[src/rtl/btg_pkg.sv]
// Shared constants for the binary/Gray converter: default word width and
// the encoding of the per-word mode select.
package btg_pkg;

  localparam int BTG_DEFAULT_WIDTH = 4;

  localparam logic MODE_ENC = 1'b0;
  localparam logic MODE_DEC = 1'b1;

endpackage

[src/rtl/gray_decode.sv]
// Combinational Gray-to-binary converter: prefix XOR running from the MSB
// down, so each binary bit is the parity of all Gray bits at or above it.
module gray_decode #(
  parameter int WIDTH = 4
) (
  input  logic [WIDTH-1:0] gray,
  output logic [WIDTH-1:0] bin
);

  // Ripple the running parity from the MSB toward bit 0.
  always_comb begin
    bin            = '0;
    bin[WIDTH-1]   = gray[WIDTH-1];
    for (int i = WIDTH - 2; i >= 0; i--) begin
      bin[i] = bin[i+1] ^ gray[i];
    end
  end

endmodule

[src/rtl/binary_to_gray.sv]
// Registered binary<->Gray converter, one word per cycle, one cycle latency.
// mode selects encode (binary to Gray) or decode (Gray to binary) per word.
// Optional feature: define BINARY_TO_GRAY_ADJ_CHECK_EN to add adj_err, which
// flags a decode-mode input that differs in more than one bit from the
// previous decode-mode input (stream is not a valid Gray sequence).
module binary_to_gray
  import btg_pkg::*;
#(
  parameter int WIDTH = BTG_DEFAULT_WIDTH
) (
  input  logic             clk,
  input  logic             rst_n,
  input  logic             in_valid,
  input  logic             mode,
  input  logic [WIDTH-1:0] bin,
  output logic             out_valid,
`ifdef BINARY_TO_GRAY_ADJ_CHECK_EN
  output logic             adj_err,
`endif
  output logic [WIDTH-1:0] gray
);

  logic [WIDTH-1:0] enc_p0;
  logic [WIDTH-1:0] dec_p0;
  logic [WIDTH-1:0] res_p0;
  logic [WIDTH-1:0] gray_p1;
  logic             vld_p1;

  // ---- stage p0: combinational conversion of the incoming word ----
  assign enc_p0 = {bin[WIDTH-1], bin[WIDTH-1:1] ^ bin[WIDTH-2:0]};

  gray_decode #(
    .WIDTH (WIDTH)
  ) u_gray_decode (
    .gray (bin),
    .bin  (dec_p0)
  );

  assign res_p0 = (mode == MODE_DEC) ? dec_p0 : enc_p0;

  // ---- stage p1: result register; gray holds when no word is accepted ----
  always_ff @(posedge clk) begin
    if (!rst_n) begin
      vld_p1  <= 1'b0;
      gray_p1 <= '0;
    end else begin
      vld_p1 <= in_valid;
      if (in_valid) begin
        gray_p1 <= res_p0;
      end
    end
  end

  assign out_valid = vld_p1;
  assign gray      = gray_p1;

`ifdef BINARY_TO_GRAY_ADJ_CHECK_EN
  logic [WIDTH-1:0] prev_p1;
  logic             have_prev_p1;
  logic             adj_p1;
  logic [WIDTH-1:0] diff_p0;
  logic             multi_p0;

  // More than one bit set <=> clearing the lowest set bit leaves something.
  assign diff_p0  = bin ^ prev_p1;
  assign multi_p0 = (diff_p0 & (diff_p0 - WIDTH'(1))) != '0;

  // Track the last decode-mode input; encode words neither flag nor update it.
  always_ff @(posedge clk) begin
    if (!rst_n) begin
      adj_p1       <= 1'b0;
      have_prev_p1 <= 1'b0;
      prev_p1      <= '0;
    end else begin
      adj_p1 <= 1'b0;
      if (in_valid && (mode == MODE_DEC)) begin
        adj_p1       <= have_prev_p1 && multi_p0;
        prev_p1      <= bin;
        have_prev_p1 <= 1'b1;
      end
    end
  end

  assign adj_err = adj_p1;
`endif

endmodule

[config.mk]
export PLATFORM = sky130hd
export DESIGN_NAME = binary_to_gray
export DESIGN_NICKNAME = d
export VERILOG_FILES = /design/src/rtl/btg_pkg.sv /design/src/rtl/gray_decode.sv /design/src/rtl/binary_to_gray.sv
export SDC_FILE = /design/constraint.sdc
export NUM_CORES = 1
export LEC_CHECK = 0
export ABC_AREA = 1
export BUFFER_PORTS_ARGS = -buffer_cell sky130_fd_sc_hd__buf_2
export CORE_AREA = 2 2 39 41
export CTS_CLUSTER_DIAMETER = 60
export DETAILED_ROUTE_END_ITERATION = 10
export DIE_AREA = 0 0 41 43
export SYNTH_ARGS = -nofsm -noshare
export SYNTH_HDL_FRONTEND = slang
export SYNTH_SLANG_ARGS = --single-unit
[constraint.sdc]
create_clock -name clk -period 1 [get_ports clk]
set_clock_uncertainty 0.1 [all_clocks]
set_input_delay 0.05 -clock clk [delete_from_list [all_inputs] [get_ports clk]]
set_output_delay 0.05 -clock clk [all_outputs]
set_load 0.03 [all_outputs]
Word-level counts from Yosys, hierarchy flattened. Cells that the tools add are included.

Flip-flop bits (word level): 5. Bits in latches: 0. Memory bits (writable): 0. Bits in read-only memories: 0. Bits of input ports: 8. Output and inout port bits: 5. Logic and storage cells: 7. Memories: 0.

Add/sub/neg operators: 0. Multiply operators: 0. Divide/modulo/power cells: 0. Magnitude comparators: 0. Equal/unequal tests: 0. Shift operators: 0. Multiplexer cells: 1. Bitwise operators: 4. Reduce and logical (&&, ||, !) cells: 0.

Operator list (number): 3-bit 2-to-1 mux (1); 1-bit XOR (3); 3-bit XOR (1).

Logic depth before layout (Yosys ltp).
Depth after elaboration: 4. Mapped depth: 9. Gate-level depth less buffers: 9.

Cells and area by module. From an unflattened synthesis, not the netlist that was laid out.

Cells, all modules: 53. Area, all modules: 325.3 um^2.

Modules (own cells, without submodules): binary_to_gray (instances 1, cells each 35, area each 231.5 um^2, seq. area each 100.1 um^2); gray_decode (instances 1, cells each 18, area each 93.8 um^2, seq. area each 0.0 um^2).

Worst setup path after synthesis. No wires, ideal clock.

Path type: reg2reg. Start point: reg gray[1] (netlist name). End point: reg gray_p1[1], in the netlist gray[1]. Library setup time: 0.074 ns. Arrival: 0.731 ns. Path slack: 0.095 ns. Cell stages (with the launch flop): 3. Path buffers: 0. Clock period less this slack: 0.905 ns. Cells stage by stage: dfxtp_1 -> o21ai_0 -> a31oi_1.

RTL lines: end signal: assignment (line binary_to_gray.sv:49) `gray_p1 <= res_p0;`; end: declaration (line binary_to_gray.sv:26) `logic [WIDTH-1:0] gray_p1;`.

==> flow_summary_export.csv <==
group,metric,value,unit
drt,drc,0,
power,p_leak,0.222,nW
timing,relSlewSlack,0.900,
drt,dr_total_vias,288,
worst_setup_path,cp_max_fo,8,
logic_synthesis,synth_top_family_by_area,"simple AND/OR/NAND/NOR gates",
worst_setup_path,path_delay_family,"buffers and inverters",
worst_setup_path,slowest_stage,"dlygate4sd3_1",
cells_and_area,fin_cells,71,
logic_synthesis,yosys.cell_count.top_type,"nand2_1",
power,p_sw,0.171,mW
drt,dr.pass1.iters,2,
floorplanning,ioPinCount,13,
drt,wl_per_cell,8.11,um
timing,rsz0062_at_grt,"no",
floorplanning,start_util,0.184,
timing,fin_ws,41.1,ps
power,p_seq_frac,0.377,
floorplanning,dieArea,1760,sq um
cts,cts_made_buffers,3,
drt,drt_iter0_drc,3,
power,p_sw_frac,0.292,
cts,cts_max_path_buffers,2,
flow_run,max_cap_violations,0,
cells_and_area,finalInstanceArea,390,sq um
worst_setup_path,path_class,"in -> reg",
floorplanning,rows,14,
logic_synthesis,synth_largest_area_cell,"dfxtp_1",
power,p_int,0.416,mW
logic_synthesis,netlist_top_cells_area,"dfxtp_1 (39%), nand2_1 (16%), nand3_2 (7.9%)",
cells_and_area,antenna_cells,0,
placed_design,dpl.hpwl,460,um
cells_and_area,fin_util,0.282,
cts,htree_levels,1,
logic_synthesis,synthSimpleGateAreaFrac,0.355,
logic_synthesis,synth-xor-area-share,0.0345,
timing,max_freq,1.04,GHz
global_routing,grt_max_degree,9,
floorplanning,core-area,1380,sq um
drt,wl,576,um
global_routing,grt_usage,0.0782,
power,comb_power_share,0.220,
outcome,status,"finished clean",
logic_synthesis,syn_area_per_cell,7.06,sq um
drt,antenna_left,0,
worst_setup_path,cp-start-kind,"input pin",
logic_synthesis,synth.area.mux_share,0,
worst_setup_path,critPathArrivalTime,990,ps
timing,finalCritPeriodShare,0.959,
logic_synthesis,synth_compound_area_frac,0.113,
logic_synthesis,synth_top_area_frac,0.394,
drt,avgViaCountPerCell,4.06,
cts,clkSinkCount,5,
timing,finalSetupTns,0,ps
power,ir_drop,311,uV
placed_design,dp_cells,64,
logic_synthesis,synthAdderAreaFrac,0,
logic_synthesis,synthArstFlopShare,0,
floorplanning,die_w,41,um
logic_synthesis,yosysWarnings,0,
global_routing,grt_overflow,0,
global_routing,antenna_found_initial,0,
logic_synthesis,ys.flop_type,"dfxtp_1",
timing,worst_pin_slew,149,ps
timing,setup_viol,0,
logic_synthesis,synth-edff-count,0,
power,powerDensity,1500,nW/um^2
floorplanning,die_y,43,um
placed_design,post_dp_cell_area,334,sq um
timing,hold_viol_final,0,
placed_design,routabilityCongestion,0.726,
global_routing,grt_pass1_wl,917,um
timing,slew_violations,0,
cts,clkTransAtPathRegs,40,ps
logic_synthesis,synth_seq_area_share,0.394,
logic_synthesis,ys_ff_latch,5,
cells_and_area,nNetsFinal,64,
worst_setup_path,required,1030,ps
logic_synthesis,syn_inst,36,
logic_synthesis,syn_nets,44,
cells_and_area,area.growth.synth_to_final,53.7,%
worst_setup_path,max_stage_delay,520,ps
logic_synthesis,syn_area,254,sq um
logic_synthesis,yosysUniqueCellTypes,13,
placed_design,port_buffers,12,
worst_setup_path,cp_cell_sequence,"dlygate4sd3_1 -> buf_2 -> nand3_1 -> o211ai_1 -> inv_1",
hold_path,worst_hold_path_type,"in -> reg",
cts,cts_root_buf,"clkbuf_4",
worst_setup_path,worst-path-buf-inv,3,
cts,clk_latency,240,ps
power,clkPwrFrac,0.403,
cts,cts_tree,"done",
global_routing,grt_pass1_vias,246,
logic_synthesis,synth_common_cells,"nand2_1 (11), dfxtp_1 (5), inv_1 (5), nand3_1 (3)",
placed_design,post-place-ws,74.6,ps
power,finalPower,0.587,mW
worst_setup_path,worst_setup_path_end_kind,"flop",
timing,finalCriticalPeriod,959,ps
cells_and_area,layout-drive-gt1-share,0.364,
cts,post-cts-setup-buffers,0,
timing,whs,18.5,ps
logic make-up after synthesis:
kind of cell	count (synthesis)
and+or+nand+nor	18
buffers and inverters	7
xor gates and xnor gates	1
AOI/OAI and AO/OA	5
DFF	5
cell usage in the layout, fill, tap and decap left out:
cell / count
buf_2: 12
nand2_1: 11
inv_1: 5
dfxtp_1: 5
nand3_1: 3
clkbuf_4: 3
dlygate4sd3_1: 3
inv_2: 2
nand3_2: 2
o21ai_1: 1
a21oi_1: 1
nand2_2: 1
nand3b_1: 1
o211ai_1: 1
xor2_1: 1
o21ai_0: 1
a31oi_1: 1
clkbuf_1: 1
area by class of cell:
cell class | instances | area (sq um)
repair buffers | 15 | 90.1
inverters | 7 | 26.3
multi-input cells | 24 | 128
clock buffers | 4 | 26.3
fillers | 159 | 993
well taps | 16 | 20.0
flip-flops and latches | 5 | 100
power by group through the flow:
stage          sequential, mW  combinational (mW)  clock [mW]
2_1_floorplan           0.255              0.0446           0
3_3_place_gp            0.225               0.119           0
3_5_place_dp            0.225               0.121           0
4_1_cts                 0.222               0.130       0.247
5_1_grt                 0.223               0.142       0.271
6_report                0.222               0.129       0.237
layer usage:
layer | up-vias | global-route usage | share of wire
li1 | 152 | - | -
met1 | 126 | 0.0927 | 0.43
met2 | 8 | 0.116 | 0.48
met3 | 2 | 0.0157 | 0.057
met4 | 0 | 0.0600 | 0.030
met5 | - | 0 | 0
registers in the layout, indices dropped and copies added (netlist names):
register and cells:
out_valid 1, gray 4
worst paths after layout:
path | startpoint | to | slack [ps] | depth (start not counted)
setup reg to reg | gray[1] | gray[1] | 270 | 2
setup / recovery | in_valid | gray[2] | 40 | 5
hold / removal | mode | gray[1] | 20 | 3
hold reg to reg | gray[2] | gray[2] | 380 | 2
worst min-delay path: stages:
cell and delay [ps]:
buf_2 110, nand3_2 80, a31oi_1 70
timing repair:
action / CTS / global route
endpoints found under the setup margin: 0 / 1
resized for setup: 0 / 1
hold buffers: 3 / 0
hold endpoints to repair: 4 / 0
(Power assumes the default switching activity.)
